File: src/rtl/memory_stage_if.sv
// Data-memory request/acknowledge port between the MEM stage and data memory.
// Latency: none, signal bundle only.
// Backpressure: memory holds off completion by withholding mem_ack.
interface memory_stage_if;
    logic        mem_req;
    logic        mem_we;
    logic [31:0] mem_addr;
    logic [3:0]  mem_be;
    logic [31:0] mem_wdata;
    logic        mem_ack;
    logic [31:0] mem_rdata;

    modport master (
        output mem_req, mem_we, mem_addr, mem_be, mem_wdata,
        input  mem_ack, mem_rdata
    );

    modport slave (
        input  mem_req, mem_we, mem_addr, mem_be, mem_wdata,
        output mem_ack, mem_rdata
    );
endinterface

File: src/rtl/memory_stage.sv
// MEM stage: issues loads/stores on the data-memory port, formats load data, fills MEM->WB.
// Latency: 1 cycle for non-memory ops and misaligned aborts, 2+ cycles for memory accesses.
// Backpressure: m_stall holds upstream from request launch until mem_ack or timeout abort.
module memory_stage #(
    parameter int TIMEOUT = 64
) (
    input  logic        clock,
    input  logic        reset,
    input  logic        m_valid,
    input  logic        m_mem_read,
    input  logic        m_mem_write,
    input  logic        m_mem_byte,
    input  logic        m_reg_write,
    input  logic        m_mem_to_reg,
    input  logic [5:0]  m_dst_reg,
    input  logic [31:0] m_alu_result,
    input  logic [31:0] m_store_data,
    output logic        m_stall,
    memory_stage_if.master dmem,
    output logic        w_valid,
    output logic        w_reg_write,
    output logic [5:0]  w_dst_reg,
    output logic [31:0] w_result,
    output logic [1:0]  w_exc
);
    localparam int CW = (TIMEOUT > 2) ? $clog2(TIMEOUT) : 1;
    localparam logic [0:0] ST_IDLE = 1'b0;
    localparam logic [0:0] ST_BUSY = 1'b1;

    logic [0:0]    state;
    logic [CW-1:0] counter;

    // Request context kept for formatting the writeback once the access completes.
    logic [5:0]    l_dst;
    logic          l_reg_write;
    logic          l_mem_to_reg;
    logic          l_byte;
    logic          l_we;
    logic [31:0]   l_addr;

    logic          is_mem;
    logic          misaligned;
    logic          start;
    logic          busy;
    logic          timeout;
    logic [7:0]    rd_lane;

    assign is_mem     = m_valid & (m_mem_read | m_mem_write);
    assign misaligned = is_mem & ~m_mem_byte & (m_alu_result[1:0] != 2'b00);
    assign start      = (state == ST_IDLE) & is_mem & ~misaligned;
    assign busy       = (state == ST_BUSY);
    assign timeout    = busy & ~dmem.mem_ack & (counter == CW'(TIMEOUT - 1));
    // Gated by reset so the stall drops the instant reset asserts, whatever upstream presents.
    assign m_stall    = reset & (start | (busy & ~dmem.mem_ack & ~timeout));

    // Select the little-endian byte lane addressed by the latched low address bits.
    always_comb begin
        rd_lane = dmem.mem_rdata[7:0];
        case (l_addr[1:0])
            2'd0:    rd_lane = dmem.mem_rdata[7:0];
            2'd1:    rd_lane = dmem.mem_rdata[15:8];
            2'd2:    rd_lane = dmem.mem_rdata[23:16];
            default: rd_lane = dmem.mem_rdata[31:24];
        endcase
    end

    // Stage control: launch requests, wait for ack or timeout, and load the WB register.
    always_ff @(posedge clock or negedge reset) begin
        if (!reset) begin
            state          <= ST_IDLE;
            counter        <= '0;
            dmem.mem_req   <= 1'b0;
            dmem.mem_we    <= 1'b0;
            dmem.mem_addr  <= '0;
            dmem.mem_be    <= '0;
            dmem.mem_wdata <= '0;
            l_dst          <= '0;
            l_reg_write    <= 1'b0;
            l_mem_to_reg   <= 1'b0;
            l_byte         <= 1'b0;
            l_we           <= 1'b0;
            l_addr         <= '0;
            w_valid        <= 1'b0;
            w_reg_write    <= 1'b0;
            w_dst_reg      <= '0;
            w_result       <= '0;
            w_exc          <= 2'b00;
        end else begin
            case (state)
                ST_IDLE: begin
                    if (!m_valid) begin
                        w_valid <= 1'b0;
                    end else if (!is_mem) begin
                        w_valid     <= 1'b1;
                        w_reg_write <= m_reg_write;
                        w_dst_reg   <= m_dst_reg;
                        w_result    <= m_alu_result;
                        w_exc       <= 2'b00;
                    end else if (misaligned) begin
                        w_valid     <= 1'b1;
                        w_reg_write <= 1'b0;
                        w_exc       <= 2'b01;
                    end else begin
                        // A simultaneous read+write is handled as a read.
                        w_valid        <= 1'b0;
                        dmem.mem_req   <= 1'b1;
                        dmem.mem_we    <= m_mem_write & ~m_mem_read;
                        dmem.mem_addr  <= {m_alu_result[31:2], 2'b00};
                        dmem.mem_be    <= m_mem_byte ? (4'b0001 << m_alu_result[1:0]) : 4'b1111;
                        dmem.mem_wdata <= m_mem_byte ? {4{m_store_data[7:0]}} : m_store_data;
                        counter        <= '0;
                        l_dst          <= m_dst_reg;
                        l_reg_write    <= m_reg_write;
                        l_mem_to_reg   <= m_mem_to_reg;
                        l_byte         <= m_mem_byte;
                        l_we           <= m_mem_write & ~m_mem_read;
                        l_addr         <= m_alu_result;
                        state          <= ST_BUSY;
                    end
                end
                default: begin
                    if (dmem.mem_ack) begin
                        dmem.mem_req <= 1'b0;
                        w_valid      <= 1'b1;
                        w_dst_reg    <= l_dst;
                        w_exc        <= 2'b00;
                        w_reg_write  <= l_reg_write & ~l_we;
                        w_result     <= l_mem_to_reg
                                        ? (l_byte ? {24'b0, rd_lane} : dmem.mem_rdata)
                                        : l_addr;
                        state        <= ST_IDLE;
                    end else if (timeout) begin
                        dmem.mem_req <= 1'b0;
                        w_valid      <= 1'b1;
                        w_reg_write  <= 1'b0;
                        w_exc        <= 2'b10;
                        state        <= ST_IDLE;
                    end else begin
                        w_valid <= 1'b0;
                        counter <= counter + 1'b1;
                    end
                end
            endcase
        end
    end
endmodule
File: src/flat_wrapper.sv
// flat-port wrapper written by rule: the top's interface ports become plain ports
module memory_stage_flat 
#(
    parameter int TIMEOUT = 64
)
  (clock, reset, m_valid, m_mem_read, m_mem_write, m_mem_byte, m_reg_write, m_mem_to_reg, m_dst_reg, m_alu_result, m_store_data, m_stall, w_valid, w_reg_write, w_dst_reg, w_result, w_exc, dmem_mem_req, dmem_mem_we, dmem_mem_addr, dmem_mem_be, dmem_mem_wdata, dmem_mem_ack, dmem_mem_rdata);
  memory_stage_if dmem_i ();
  input  logic clock;
  input  logic reset;
  input  logic m_valid;
  input  logic m_mem_read;
  input  logic m_mem_write;
  input  logic m_mem_byte;
  input  logic m_reg_write;
  input  logic m_mem_to_reg;
  input  logic [5:0] m_dst_reg;
  input  logic [31:0] m_alu_result;
  input  logic [31:0] m_store_data;
  output logic m_stall;
  output logic w_valid;
  output logic w_reg_write;
  output logic [5:0] w_dst_reg;
  output logic [31:0] w_result;
  output logic [1:0] w_exc;
  output wire logic [$bits(dmem_i.mem_req)-1:0] dmem_mem_req;
  output wire logic [$bits(dmem_i.mem_we)-1:0] dmem_mem_we;
  output wire logic [$bits(dmem_i.mem_addr)-1:0] dmem_mem_addr;
  output wire logic [$bits(dmem_i.mem_be)-1:0] dmem_mem_be;
  output wire logic [$bits(dmem_i.mem_wdata)-1:0] dmem_mem_wdata;
  input wire logic [$bits(dmem_i.mem_ack)-1:0] dmem_mem_ack;
  input wire logic [$bits(dmem_i.mem_rdata)-1:0] dmem_mem_rdata;
  assign dmem_mem_req = dmem_i.mem_req;
  assign dmem_mem_we = dmem_i.mem_we;
  assign dmem_mem_addr = dmem_i.mem_addr;
  assign dmem_mem_be = dmem_i.mem_be;
  assign dmem_mem_wdata = dmem_i.mem_wdata;
  assign dmem_i.mem_ack = dmem_mem_ack;
  assign dmem_i.mem_rdata = dmem_mem_rdata;
  memory_stage #(.TIMEOUT(TIMEOUT)) u_core (.clock(clock), .reset(reset), .m_valid(m_valid), .m_mem_read(m_mem_read), .m_mem_write(m_mem_write), .m_mem_byte(m_mem_byte), .m_reg_write(m_reg_write), .m_mem_to_reg(m_mem_to_reg), .m_dst_reg(m_dst_reg), .m_alu_result(m_alu_result), .m_store_data(m_store_data), .m_stall(m_stall), .dmem(dmem_i), .w_valid(w_valid), .w_reg_write(w_reg_write), .w_dst_reg(w_dst_reg), .w_result(w_result), .w_exc(w_exc));
endmodule
File: config.mk
export PLATFORM = sky130hd
export DESIGN_NAME = memory_stage_flat
export DESIGN_NICKNAME = d
export VERILOG_FILES = /design/src/rtl/memory_stage_if.sv /design/src/rtl/memory_stage.sv /design/src/flat_wrapper.sv
export SDC_FILE = /design/constraint.sdc
export NUM_CORES = 1
export LEC_CHECK = 0
export CORE_MARGIN = 4
export CORE_UTILIZATION = 50
export DETAILED_ROUTE_END_ITERATION = 16
export DONT_BUFFER_PORTS = 1
export GPL_TIMING_DRIVEN = 0
export PLACE_DENSITY_LB_ADDON = 0.25
export SLEW_MARGIN = 20
export SYNTH_ARGS = -nofsm -noshare
export SYNTH_HDL_FRONTEND = slang
export SYNTH_SLANG_ARGS = --single-unit
File: constraint.sdc
create_clock -name clock -period 4.1 [get_ports clock]
set_clock_uncertainty 0.2 [all_clocks]
set_input_delay 0.615 -clock clock [delete_from_list [all_inputs] [get_ports clock]]
set_output_delay 0.615 -clock clock [all_outputs]
set_load 0.005 [all_outputs]
# Yosys cells after proc, flatten, opt, wreduce, memory -nomap -nowiden
# Index checks and enable logic that the tools add are counted.
# op_classes
addsub	1
n_eq_ne	10
shift	1
muxes	48
bitwise_logic	20
n_reduce_logical	9
# ops
operator	n
$mux W32	7
$mux W6	10
$pmux W8 S3	1
$mux W1	23
$mux W2	6
$and A1 B1 Y1	11
$reduce_and A4 Y1	2
$not A1 Y1	7
$add A6 B1 Y6 const B	1
$eq A6 B6 Y1 const B	1
$ne A2 B2 Y1 const B	3
$reduce_and A3 Y1	2
$reduce_bool A2 Y1	3
$reduce_and A5 Y1	1
$mux W4	1
$ne A2 B1 Y1 const B	2
$shl A1 B2 Y4 const A	1
$ne A3 B2 Y1 const B	1
$ne A3 B3 Y1 const B	1
$eq A2 B1 Y1 const B	1
$eq A2 B2 Y1 const B	1
$logic_not A2 Y1	1
$or A1 B1 Y1	2
# word_totals
regBits	158
output_inout_bits	113
word_cells	106

# Longest topological paths before layout
# Gate-level depths: netlist of run 1.
# depth
depth_word	8
mapped_depth	7
ltp_nobuf	5

# Least setup slack after synthesis of run 1
# Ideal clock, no wire load.
# synth_path
kind	input to output
startpoint	in m_alu_result[1]
endpoint	out m_stall
arrival_time_ns	1.547
required_ns	3.285
setup_slack_ns	1.738
stages	5
path_buffers	1
path_cell_list	o21ba_4 > or3_1 > buf_6 > nand2_1 > and2_1
# synth_between
elab_chain_cells	6
# synth_lines
item	line	rtl
from (decl)	flat_wrapper.sv:17	input logic [31:0] m_alu_result;
$reduce_bool A2 Y1	memory_stage.sv:49	assign misaligned = is_mem & ~m_mem_byte & (m_alu_result[1:0] != 2'b00);
$and A1 B1 Y1	memory_stage.sv:49	
$not A1 Y1 (no source line)	--	
$and A1 B1 Y1	memory_stage.sv:50	assign start = (state == ST_IDLE) & is_mem & ~misaligned;
$or A1 B1 Y1	memory_stage.sv:54	assign m_stall = reset & (start | (busy & ~dmem.mem_ack & ~timeout));
$and A1 B1 Y1	memory_stage.sv:54	
to (decl)	flat_wrapper.sv:19	output logic m_stall;
# Every way passes these cells.

# Final worst setup path of run 1
# layout_path
startpoint	reg u_core.counter[0]
endpoint	out m_stall
# layout_between
elab_chain_cells	6
# layout_lines
item	line	rtl
from (decl)	memory_stage.sv:31	logic [CW-1:0] counter;
from (signal assigned)	memory_stage.sv:140	counter <= counter + 1'b1;
$eq A6 B6 Y1	memory_stage.sv:52	assign timeout = busy & ~dmem.mem_ack & (counter == CW'(TIMEOUT - 1));
$and A1 B1 Y1	memory_stage.sv:52	
$not A1 Y1	memory_stage.sv:54	
$and A1 B1 Y1	memory_stage.sv:54	
$or A1 B1 Y1	memory_stage.sv:54	
$and A1 B1 Y1	memory_stage.sv:54	
# Every way passes these cells.

==> results of run 1 <==
==> area by class of cell <==
class / count / area [um^2] / share of cell area (%)
flip-flops and latches: 128 / 3203 / 43.98
plain buffers: 78 / 501.7 / 6.889
multi-input cells: 491 / 2710 / 37.21
repair buffers: 1 / 27.53 / 0.3779
clock buffers: 26 / 499.2 / 6.854
inverters: 13 / 48.80 / 0.6700
well taps: 172 / 215.2 / 2.955
clock inverters: 5 / 77.57 / 1.065
==> Yosys cell counts, drive strengths merged <==
master  instances  area, um^2
a211oi         29       217.7
a21boi          1       11.26
a21o           24       180.2
a21oi          35       175.2
a22o            2       17.52
a22oi           1       7.510
a31oi          24       150.1
a32o            2       20.02
and2            2       12.51
and3            2       12.51
and4b           1       10.01
buf            58       426.7
clkbuf         20       75.07
conb            1       3.750
dfrtp         128        3203
ha              1       12.51
inv            13       48.80
mux2            1       11.26
mux2i           9       90.09
mux4            6       135.1
nand2         168       630.6
nand2b         30       195.2
nand3           9       45.04
nand3b          3       22.52
nand4b          1       8.760
nor2           57       214.0
nor2b          26       162.7
nor3            7       46.30
nor4            1       6.260
o211ai          3       27.52
o21a            2       15.01
o21ai          30       153.9
o21ba           1       16.27
o221ai          2       17.52
o311ai          2       17.52
o31ai           2       20.02
o32ai           1       8.760
or2b            1       7.510
or3             1       6.260
or3b            1       8.760
xor2            1       8.760
==> power breakdown <==
part           switching, W  leakage (nW)  internal, W
sequential         0.000290          1.56      0.00160
combinational      0.000500          1.65     0.000425
clock              0.000532         0.280     0.000954
==> worst max-delay path: stages (launching register included) <==
cell and delay (ps):
dfrtp_1 380, ha_1 180, nand3_1 200, o21ai_2 420, nand2_1 130, and2_1 200
==> per-layer routing <==
metal	vias up	part of all wire, %	GRT usage, %
met5	-	0	0
met4	0	2.9	10.85
met3	43	10	10.31
met2	268	48	42.38
met1	2584	38	31.95
li1	2402	-	-
==> final timing paths <==
path,cells after the start,endpoint,slack (ps),start
worst max-delay path,5,m_stall,1360,u_core.counter[0]$_DFFE_PN0P_
worst min-delay path,1,u_core.l_addr[6]$_DFFE_PN0P_,-30,reset
worst max register to register,6,u_core.w_result[4]$_DFFE_PN0P_,1900,u_core.l_mem_to_reg$_DFFE_PN0P_
worst min register to register,2,u_core.l_dst[1]$_DFFE_PN0P_,270,u_core.l_dst[1]$_DFFE_PN0P_
max in group asynchronous,1,u_core.dmem.mem_be[1]$_DFFE_PN0P_,3230,reset
min in group clock,1,u_core.l_we$_DFFE_PN0P_,80,m_mem_read
==> metrics by stage <==
step / instance area [um^2] / hold WS, ps / total power [W] / worst slack (ps) / utilization [%]
final: 7283 / -30.61 / 0.004300 / 1360 / 57.71
after global routing: 7283 / 21.79 / 0.004522 / 1222 / 57.71
after CTS: 7283 / 5.546 / 0.004325 / 1337 / 57.71
after detailed placement: 6679 / 124.3 / 0.002807 / 1670 / 52.92
after global placement: 6679 / 124.9 / 0.002763 / 1665 / 52.92
after floorplan: 6464 / 119.4 / 0.002535 / 1738 / -
==> cell families after synthesis <==
family | Yosys count
DFF | 128
adders and majority gates | 1
xor gates and xnor gates | 1
and+or+nand+nor | 310
other | 1
muxes | 16
AOI/OAI and AO/OA | 161
buffers and inverters | 91
==> qor.txt, run 1 <==
Slew HR: 54.54%
Type of element launching the critical path: register
Initial drt markers: 422
Final cell count without fillers: 914
Adder-cell area share of the yosys netlist: 0.1937%
Num CTS Buffers: 17
Setup_tns: 0 ps
Power per cell area: 590.4 nW/um^2
Avg Vias per Cell: 5.795
Hold Fails Final Rpt: 57
Clock-pin slew on the worst setup and hold paths: 60 ps
Crit path max fanout: 9
Drt first pass iters: 5
Most common cell after layout, fill and taps aside: nand2_1
Area Overhead vs Synth: 12.74%
Top flop regs: u_core.dmem.mem_wdata x32, u_core.w_result x32, u_core.l_addr x31
Final ANT Viol Nets: 0
Core area: 12620 um^2
CTS tree: built
Max Clk Rate: 365.0 MHz
Largest net degree at the start of global routing: 129
Count of pins over their slew limit: 0
Leakage: 3.488 nW
Die width: 121.7 um
Routed WL per cell: 21.18 um
Crit path DAT: 1930 ps
Outcome: finished with violations
WHS: -30.61 ps
Gr ovfl total: 0
Critical Path End Type: primary output
Die Ht: 121.7 um
PostCTS Resize Cnt: 0
ANT cells: 0
Share of layout cells above drive strength 1: 13.07%
Pin slew with the least headroom to its limit: 677.8 ps
Vias: 5297
Number of setup buffers added after CTS: 0
CTS Sinks: 128
Cells after DPL: 882
Clock Latency Late Sink: 430 ps
Period utilisation layout: 66.83%
Ports: 224
Class of the most critical setup path: reg2out
Std-Cell Rows: 41
CTS Hold Bufs: 1
Port bufs: 0
Avg Inst Size Synth: 9.111 um^2
Post-synthesis sequential area ratio: 49.58%
Number of global-route vias before repair: 5421
Final setup vio count: 0
Ys Warns: 0
Routed WL: 19.36 mm
Area fraction in compound gates after synthesis: 16.35%
Peak supply drop: 0.2697 mV
Most frequent cells in the layout: nand2_1, dfrtp_1, nor2_1
CTS H-tree lvls: 4
RSZ-0062 raised after global routing: false
Initial Utilization: 51.19%
Worst path required time: 3280 ps
Gr usage total: 26.40%
Tmin final: 2740 ps
Simple-gate portion of the synthesized area: 21.50%
Antenna violations before repair: 0
Hold/Removal Path Class: in2async
Multiplexer share of the synthesized area: 3.661%
# fillers: 1142
Post-Synthesis Cells: 709
Post-DP HPWL: 14.55 mm
Routability cong.: 0.9497
Clk Tree Root Cell: clkbuf_16
Flip-flop and latch count after synthesis: 128
Synthesized cell area: 6460 um^2
Longest Clk Path Bufs: 2
Failing checks: negative hold slack
DR DRC count: 0
Max-Cap Viols: 0
Final net count: 842
Xor/xnor cell area share of the yosys netlist: 0.1356%
Global-route wire length before repair: 29.85 mm
Largest family of logic cells by synthesized area: simple AND/OR/NAND/NOR gates
Post-synthesis cell type count: 52
Die area: 14800 um^2
Power figures use the tool's default switching activity.
==> run 2: changes to the inputs <==
- clock period: 4.1 -> 2.5 ns (I/O delays scaled with it)
==> qor.txt, run 2 (synthesis gave the netlist of run 1 again) <==
Initial Utilization: 51.19%
R2R Path End: u_core.w_result[4]$_DFFE_PN0P_
Die Ht: 121.7 um
Gr ovfl total: 0
Failing checks: negative hold slack
Share of layout cells above drive strength 1: 11.87%
Routability cong.: 0.9497
Clock power share: 34.1%
Global-route wire length before repair: 32.22 mm
Area Overhead vs Synth: 24.17%
Number of global-route vias before repair: 5893
Most common cell after layout, fill and taps aside: nand2_1
# fillers: 1046
Drt first pass iters: 5
Ports: 224
Class of the most critical setup path: reg2out
Max Clk Rate: 420.5 MHz
Flop-to-flop setup slack: 340 ps
Gr usage total: 28.48%
ANT cells: 0
Comb power frac: 22.5%
Tmin final: 2378 ps
Hold Fails Final Rpt: 128
Die width: 121.7 um
P_sw: 0.002200 W
Num CTS Buffers: 17
Multi-input logic area: 2718 um^2
Antenna violations before repair: 0
Clock Latency Late Sink: 420 ps
Routed WL: 20.88 mm
Peak supply drop: 0.4513 mV
Setup_tns: 0 ps
Internal power: 0.004969 W
Port bufs: 0
Seq pwr share: 43.4%
CTS tree: built
Type of element launching the critical path: register
CTS Hold Bufs: 75
Leakage: 3.794 nW
Register area: 3203 um^2
Crit path max fanout: 8
Longest Clk Path Bufs: 2
CTS H-tree lvls: 4
Top flop regs: u_core.dmem.mem_wdata x32, u_core.w_result x32, u_core.l_addr x31
Post-DP HPWL: 14.55 mm
Pin slew with the least headroom to its limit: 705.6 ps
Switching part of the total: 30.69%
Clock-pin slew on the worst setup and hold paths: 50 ps
Crit path DAT: 1800 ps
Initial drt markers: 431
Vias: 5721
Routed WL per cell: 21.11 um
Worst path required time: 1920 ps
R2R cell count: 6
Largest net degree at the start of global routing: 130
CTS Sinks: 128
Avg Vias per Cell: 5.785
Max-Cap Viols: 0
Final setup vio count: 0
Critical Path End Type: primary output
Core area: 12620 um^2
DR DRC count: 0
Critical Path End: m_stall
Hold/Removal Path Class: in2async
Most frequent cells in the layout: nand2_1, dfrtp_1, dlygate4sd3_1
Die area: 14800 um^2
Power per cell area: 893.8 nW/um^2
Std-Cell Rows: 41
Outcome: finished with violations
Critical Path Start: u_core.busy$_DFF_PN0_
Slew HR: 52.68%
Clk Tree Root Cell: clkbuf_16
Final net count: 917
Reg2reg start: u_core.l_mem_to_reg$_DFFE_PN0P_
RSZ-0062 raised after global routing: false
Period utilisation layout: 95.12%
Count of pins over their slew limit: 0
WHS: -545.9 ps
Final ANT Viol Nets: 0
## run 2: cell count changes in the layout (fill, tap and decap cells not counted), sizes merged
| cell | previous run | this run |
|---|---|---|
| dlygate4sd3 | 0 | 75 |
## run 2: power by group through the flow
stage | clock network, W | logic [W] | registers (W)
after detailed placement | 0 | 0.00147 | 0.00313
after global placement | 0 | 0.00142 | 0.00311
final | 0.00244 | 0.00161 | 0.00311
after floorplan | 0 | 0.00119 | 0.00297
after CTS | 0.00246 | 0.00159 | 0.00311
after global routing | 0.00255 | 0.00179 | 0.00317
## run 2: worst min-delay path by stage
stage	start	endpoint	slack, ps	cells past startpoint
2_1_floorplan	reset	u_core.busy$_DFF_PN0_	-120	0
3_3_place_gp	reset	u_core.w_dst_reg[5]$_DFFE_PN0P_	-120	0
3_5_place_dp	reset	u_core.w_dst_reg[2]$_DFFE_PN0P_	-120	0
4_1_cts	reset	u_core.dmem.mem_be[0]$_DFFE_PN0P_	-560	0
5_1_grt	reset	u_core.w_dst_reg[5]$_DFFE_PN0P_	-560	0
6_report	reset	u_core.w_dst_reg[5]$_DFFE_PN0P_	-550	0
## run 2: stage by stage
step	total power [W]	utilization, %	instance area, um^2	setup slack (ps)	instances
CTS	0.007159	63.50	8014	47.11	988
global placement	0.004531	52.92	6679	339.1	882
global route	0.007514	63.56	8021	37.37	989
detailed placement	0.004604	52.92	6679	362.2	882
floorplan	0.004157	-	6464	618.0	710
finish	0.007169	63.56	8021	122.0	989
## run 2: repair_timing
action | CTS | global route
gates resized for setup | 1 | 0
endpoints found under the hold margin | 215 | 128
pin swaps | 0 | 1
setup endpoints to repair | 1 | 1
setup buffers | 0 | 1
## run 2: critical path, stage by stage (launching register included)
cell and delay (ps):
dfrtp_1 470, nand2b_4 210, or3_1 320, buf_6 150, nand2_1 80, and2_1 150
## run 2: cell type report
cell class | instances | area share (%)
Inverter | 13 | 0.6083
Tap cell | 172 | 2.683
Sequential cell | 128 | 39.93
Timing Repair Buffer | 76 | 9.453
Multi-Input combinational cell | 491 | 33.88
Clock inverter | 5 | 0.9671
Buffer | 78 | 6.255
Clock buffer | 26 | 6.224
## run 2: per-layer routing
layer	global-route usage, %	part of all wire [%]	up-vias
met2	46.91	49	308
met1	34.11	38	2794
met4	12.46	3.8	0
met3	9.564	9.3	59
li1	-	-	2560
met5	0	0	-
